===== src/rtl/hex_display_scan_if.sv =====
// Bus between a datapath and the scanned hex display: shadow-load controls in,
// multiplexed segment / anode / scan-index pins out.
interface hex_display_scan_if #(
  parameter int DIGITS = 4
);
  logic                          Load;
  logic [4*DIGITS-1:0]           Value;
  logic                          LzEn;
  logic [DIGITS-1:0]             BlinkMask;
  logic                          Blank;
  logic [0:6]                    Seg;
  logic [DIGITS-1:0]             Anode;
  logic [$clog2(DIGITS)-1:0]     Scan;

  modport master (
    output Load, Value, LzEn, BlinkMask, Blank,
    input  Seg, Anode, Scan
  );

  modport slave (
    input  Load, Value, LzEn, BlinkMask, Blank,
    output Seg, Anode, Scan
  );
endinterface


===== src/rtl/hex_display_scan.sv =====
// Time-multiplexed DIGITS-wide hex display driver with shadow-latched value,
// leading-zero suppression, per-digit blink and global blanking.
module hex_display_scan #(
  parameter int DIGITS    = 4,
  parameter int SCAN_DIV  = 50000,
  parameter int BLINK_DIV = 12500000
) (
  input logic               Clock,
  input logic               Reset,
  hex_display_scan_if.slave bus
);
  localparam int IW = $clog2(DIGITS);
  localparam int SW = $clog2(SCAN_DIV);
  localparam int BW = $clog2(BLINK_DIV);

  logic [SW-1:0]       divCount_q, divCount_d;
  logic [IW-1:0]       index_q, index_d;
  logic [BW-1:0]       blinkCount_q, blinkCount_d;
  logic                blinkPhase_q, blinkPhase_d;
  logic [4*DIGITS-1:0] shadowValue_q, shadowValue_d;
  logic                shadowLz_q, shadowLz_d;
  logic [DIGITS-1:0]   shadowBlink_q, shadowBlink_d;
  logic [0:6]          seg_q, seg_d;
  logic [DIGITS-1:0]   anode_q, anode_d;
  logic [IW-1:0]       scan_q, scan_d;

  logic [DIGITS-1:0]   lzMask;
  logic                zeroAbove;
  logic [3:0]          nibble;
  logic                blankDigit;

  function automatic logic [0:6] glyph(input logic [3:0] n);
    case (n)
      4'h0: glyph = 7'b0000001;
      4'h1: glyph = 7'b1001111;
      4'h2: glyph = 7'b0010010;
      4'h3: glyph = 7'b0000110;
      4'h4: glyph = 7'b1001100;
      4'h5: glyph = 7'b0100100;
      4'h6: glyph = 7'b0100000;
      4'h7: glyph = 7'b0001111;
      4'h8: glyph = 7'b0000000;
      4'h9: glyph = 7'b0001100;
      4'hA: glyph = 7'b0001000;
      4'hB: glyph = 7'b1100000;
      4'hC: glyph = 7'b0110001;
      4'hD: glyph = 7'b1000010;
      4'hE: glyph = 7'b0110000;
      default: glyph = 7'b0111000;
    endcase
  endfunction

  always_comb begin
    divCount_d   = divCount_q + 1'b1;
    index_d      = index_q;
    if (divCount_q == SW'(SCAN_DIV - 1)) begin
      divCount_d = '0;
      index_d    = (index_q == IW'(DIGITS - 1)) ? '0 : index_q + 1'b1;
    end
    blinkCount_d = blinkCount_q + 1'b1;
    blinkPhase_d = blinkPhase_q;
    if (blinkCount_q == BW'(BLINK_DIV - 1)) begin
      blinkCount_d = '0;
      blinkPhase_d = ~blinkPhase_q;
    end
    shadowValue_d = shadowValue_q;
    shadowLz_d    = shadowLz_q;
    shadowBlink_d = shadowBlink_q;
    if (bus.Load) begin
      shadowValue_d = bus.Value;
      shadowLz_d    = bus.LzEn;
      shadowBlink_d = bus.BlinkMask;
    end
  end

  // A digit is a leading zero when it and every more significant nibble are zero; digit 0 never is.
  always_comb begin
    zeroAbove = 1'b1;
    lzMask    = '0;
    for (int k = DIGITS - 1; k >= 0; k--) begin
      zeroAbove = zeroAbove && (shadowValue_q[4*k +: 4] == 4'h0);
      lzMask[k] = zeroAbove && (k != 0);
    end
  end

  always_comb begin
    nibble     = shadowValue_q[4*index_q +: 4];
    blankDigit = (shadowLz_q && lzMask[index_q]) || (shadowBlink_q[index_q] && blinkPhase_q);
    seg_d      = blankDigit ? 7'b1111111 : glyph(nibble);
    anode_d    = ~(DIGITS'(1) << index_q);
    scan_d     = index_q;
    if (bus.Blank) begin
      seg_d   = 7'b1111111;
      anode_d = '1;
    end
  end

  always_ff @(posedge Clock) begin
    if (Reset) begin
      divCount_q    <= '0;
      index_q       <= '0;
      blinkCount_q  <= '0;
      blinkPhase_q  <= 1'b0;
      shadowValue_q <= '0;
      shadowLz_q    <= 1'b0;
      shadowBlink_q <= '0;
      seg_q         <= 7'b1111111;
      anode_q       <= '1;
      scan_q        <= '0;
    end else begin
      divCount_q    <= divCount_d;
      index_q       <= index_d;
      blinkCount_q  <= blinkCount_d;
      blinkPhase_q  <= blinkPhase_d;
      shadowValue_q <= shadowValue_d;
      shadowLz_q    <= shadowLz_d;
      shadowBlink_q <= shadowBlink_d;
      seg_q         <= seg_d;
      anode_q       <= anode_d;
      scan_q        <= scan_d;
    end
  end

  assign bus.Seg   = seg_q;
  assign bus.Anode = anode_q;
  assign bus.Scan  = scan_q;
endmodule


===== src/flat_wrapper.sv =====
// flat-port wrapper written by rule: the top's interface ports become plain ports
module hex_display_scan_flat 
#(
  parameter int DIGITS    = 4,
  parameter int SCAN_DIV  = 50000,
  parameter int BLINK_DIV = 12500000
)
  (Clock, Reset, bus_Load, bus_Value, bus_LzEn, bus_BlinkMask, bus_Blank, bus_Seg, bus_Anode, bus_Scan);
  hex_display_scan_if #(.DIGITS(DIGITS)) bus_i ();
  input logic Clock;
  input logic Reset;
  input wire logic [$bits(bus_i.Load)-1:0] bus_Load;
  input wire logic [$bits(bus_i.Value)-1:0] bus_Value;
  input wire logic [$bits(bus_i.LzEn)-1:0] bus_LzEn;
  input wire logic [$bits(bus_i.BlinkMask)-1:0] bus_BlinkMask;
  input wire logic [$bits(bus_i.Blank)-1:0] bus_Blank;
  output wire logic [$bits(bus_i.Seg)-1:0] bus_Seg;
  output wire logic [$bits(bus_i.Anode)-1:0] bus_Anode;
  output wire logic [$bits(bus_i.Scan)-1:0] bus_Scan;
  assign bus_i.Load = bus_Load;
  assign bus_i.Value = bus_Value;
  assign bus_i.LzEn = bus_LzEn;
  assign bus_i.BlinkMask = bus_BlinkMask;
  assign bus_i.Blank = bus_Blank;
  assign bus_Seg = bus_i.Seg;
  assign bus_Anode = bus_i.Anode;
  assign bus_Scan = bus_i.Scan;
  hex_display_scan #(.DIGITS(DIGITS), .SCAN_DIV(SCAN_DIV), .BLINK_DIV(BLINK_DIV)) u_core (.Clock(Clock), .Reset(Reset), .bus(bus_i));
endmodule

===== config.mk =====
export PLATFORM = sky130hd
export DESIGN_NAME = hex_display_scan_flat
export DESIGN_NICKNAME = d
export VERILOG_FILES = /design/src/rtl/hex_display_scan_if.sv /design/src/rtl/hex_display_scan.sv /design/src/flat_wrapper.sv
export SDC_FILE = /design/constraint.sdc
export NUM_CORES = 1
export LEC_CHECK = 0
export ABC_AREA = 1
export CORE_ASPECT_RATIO = 1.2
export CORE_MARGIN = 4
export CORE_UTILIZATION = 52
export CTS_CLUSTER_DIAMETER = 100
export DETAILED_ROUTE_END_ITERATION = 12
export PLACE_DENSITY = 0.86
export SLEW_MARGIN = 25
export SYNTH_ARGS = -nofsm -noshare
export SYNTH_HDL_FRONTEND = slang
export SYNTH_SLANG_ARGS = --single-unit
export TNS_END_PERCENT = 5

===== constraint.sdc =====
create_clock -name Clock -period 1.6 [get_ports Clock]
set_input_delay 0.32 -clock Clock [delete_from_list [all_inputs] [get_ports Clock]]
set_output_delay 0.32 -clock Clock [all_outputs]
set_load 0.005 [all_outputs]

==> metrics.yaml <==
required_ns: 1.28
htreeDepth: 3
grt_max_degree: 25
stdcell_area_mm2: 0.00463
ir_worst_vdd_mv: 0.642
hold_buffers: 0
ys_types: 31
p_seq_share_pct: 53.2
combinationalPowerShare_pct: 9.3
p_leak_nw: 1.77
synth.largest_area_cell: "dfxtp_1"
p_int_mw: 2.90
synthXorXnorAreaFrac_pct: 3.57
cts_tree: "done"
detail-route-antenna-nets: 0
fp.dieH_um: 103
fin_crit_sh_pct: 94.5
dr.first_iter.drc_count: 143
status: "finished clean"
synth-compound-area-share_pct: 6.57
switching_share_pct: 23.5
synth_fa_ha_area_share_pct: 3.83
cpPeakStageDelay_ns: 0.50
ys_ff_latch: 77
crit_chain: "clkdlybuf4s50_1"
r2r-end: "u_core.blinkCount_q[13]"
cp_slowest_cell: "clkdlybuf4s50_1"
cts_sinks: 77
synthMuxAreaShare_pct: 0
min_period_ns: 1.51
pwr_density_cell_mw_per_mm2: 820
cap_violations: 0
netlist_area_mm2: 0.00392
initial_core_util_pct: 53.6
reg2reg_slack_ns: 0.10
io_buffers: 37
reg2reg_from: "u_core.blinkCount_q[0]"
finalHoldViolations: 0
rows: 34
worstHoldStart: "u_core.blinkCount_q[0]"
p_sw_uw: 893
clock_latency_ns: 0.35
ys_seq_area_share_pct: 39.3
setup_violations: 0
synthTopCellsByCount: "133 x nand2_1, 90 x nor2_1, 77 x dfxtp_1"
synth_flop_cell: "dfxtp_1"
drive_gt1_share_pct: 13.0
p_total_mw: 3.79
antenna_found_initial: 0
gp_congestion: 0.899
syn_nets: 589
p_clk_share_pct: 37.6
arrival_ns: 1.19
yosysTopAreaCellShare_pct: 39.3
viasPerCell: 5.09
cts-buffers-inserted: 9
io_pins: 38
cp_max_fo: 1
hold_ws_ns: 0.460
clk_pin_slew_ns: 0.08
wl_per_cell_um: 12.0
die_x_um: 87.3
synth_most_common_cell: "nand2_1"
ys_warn_count: 0
gr-usage-all-layers_pct: 20.2
synth_top_family_by_area: "simple AND/OR/NAND/NOR gates"
clockBufferDepth: 2
synth_edf_count: 0
max_slew_margin_pct: 72.5
cp_top_family: "buffers and inverters"
vias: 3545
dpl.hpwl_mm: 6.22
fin_worst_skew_ns: 0.00796
root_buffer: "clkbuf_8"
areaGrowthSynthToFinish_pct: 17.9
num-nets-final: 639
critPathBufInv: 1
syn_inst: 552
cp-end-kind: "output port"
synthTopCellsByArea: "dfxtp_1 39%, nand2_1 13%, nor2_1 8.6%, nand3_1 6.4%, inv_1 4.8%"
fin_tns_setup_ns: 0
dr.pass1.iters: 7
coreArea_mm2: 0.00732
crit_type: "reg -> out"
antenna_cells: 0
wl_mm: 8.35
die_area_mm2: 0.00900
max_freq_mhz: 661
startpoint: "u_core.bus.Anode[0]"
drc: 0
grt-ovfl-total: 0
synth-simple-area-share_pct: 39.0
hold_class: "reg -> reg"
min_path_cells: 1
r2r_cells: 6
worstHoldEndpoint: "u_core.blinkCount_q[0]"
tightestPinTransition_ns: 0.412
grt_pass1_wl_mm: 14.6
grt_pass1_vias: 3480
rsz0062_at_grt: "true"
postPlaceCellArea_mm2: 0.00440
slew_viol_final: 0
setup.worst_path.start_class: "flop"
syn_area_per_cell_um2: 7.11
synthArstFlopShare_pct: 0
final_util_pct: 63.2
power groups by stage:
stage | Clock, mW | Combinational (mW) | Sequential [mW]
after floorplan | 0 | 0.214 | 2.05
after global placement | 0 | 0.334 | 2.06
after detailed placement | 0 | 0.343 | 2.06
after CTS | 1.46 | 0.348 | 2.02
after global routing | 1.53 | 0.399 | 2.02
final | 1.42 | 0.352 | 2.02
registers in the layout, summed over array words and instances, names as in the netlist:
register              count
u_core.blinkCount_q      24
u_core.blinkPhase_q       1
u_core.bus.Anode          4
u_core.bus.Scan           2
u_core.bus.Seg            7
u_core.divCount_q        16
u_core.index_q            2
u_core.shadowBlink_q      4
u_core.shadowLz_q         1
u_core.shadowValue_q     16
per-layer routing:
layer  share of wire (%)  GRT usage (%)
met1                  42           22.9
met2                  50           35.9
met3                 6.1           4.64
met4                 2.4           8.97
met5                   0              0
final cells by class:
| cell class | count | area (um2) |
|---|---|---|
| fillers | 639 | 2690 |
| multi-input cells | 409 | 2100 |
| clock inverters | 5 | 50.0 |
| well taps | 90 | 113 |
| flip-flops and latches | 77 | 1550 |
| inverters | 54 | 205 |
| clock buffers | 11 | 141 |
| repair buffers | 51 | 475 |
what timing repair did:
item | in CTS | in global routing
endpoints found under the setup margin | 4 | 20
setup buffers | 0 | 1
pin swaps | 0 | 2
gates resized for setup | 2 | 4
endpoints found under the hold margin | 0 | 0
cell usage in the layout, fill, tap and decap left out:
master	n
a21oi_1	26
and2_1	1
buf_4	14
bufinv_16	1
clkbuf_1	1
clkbuf_8	10
clkdlybuf4s50_1	37
clkinv_1	1
clkinv_2	4
dfxtp_1	76
dfxtp_4	1
ha_1	12
inv_1	49
inv_2	3
inv_4	1
nand2_1	132
nand2_2	12
nand2_4	3
nand2_8	2
nand3_1	50
nand3_2	3
nand3_4	2
nand3b_1	2
nand4_1	3
nor2_1	90
nor2_2	15
nor2_4	6
nor3_1	5
o21ai_0	24
o21bai_1	1
or2_0	2
or2_2	2
xnor2_1	6
xor2_1	10
through the flow:
stage	worst slack (ns)	std cells
finish	0.0874	697
global route	-0.0137	697
CTS	0.0549	696
detailed placement	-0.0164	680
global placement	0.0609	680
floorplan	0.0369	552
cell families after synthesis:
group	Yosys count
flops	77
fa+ha+maj	12
simple gates	330
xor+xnor	16
buf+inv	66
compound gates	51
worst max-delay path by stage:
stage                     slack, ns  depth (start not counted)                 to
after detailed placement      -0.02                         10  u_core.bus.Seg[6]
final                          0.09                          1       bus_Anode[0]
after global placement         0.06                          5  u_core.bus.Seg[3]
after CTS                      0.05                         10  u_core.bus.Seg[3]
after floorplan                0.04                         11  u_core.bus.Seg[6]
after global routing          -0.01                         10  u_core.bus.Seg[5]
No activity file was read; power rests on OpenSTA's default activity.
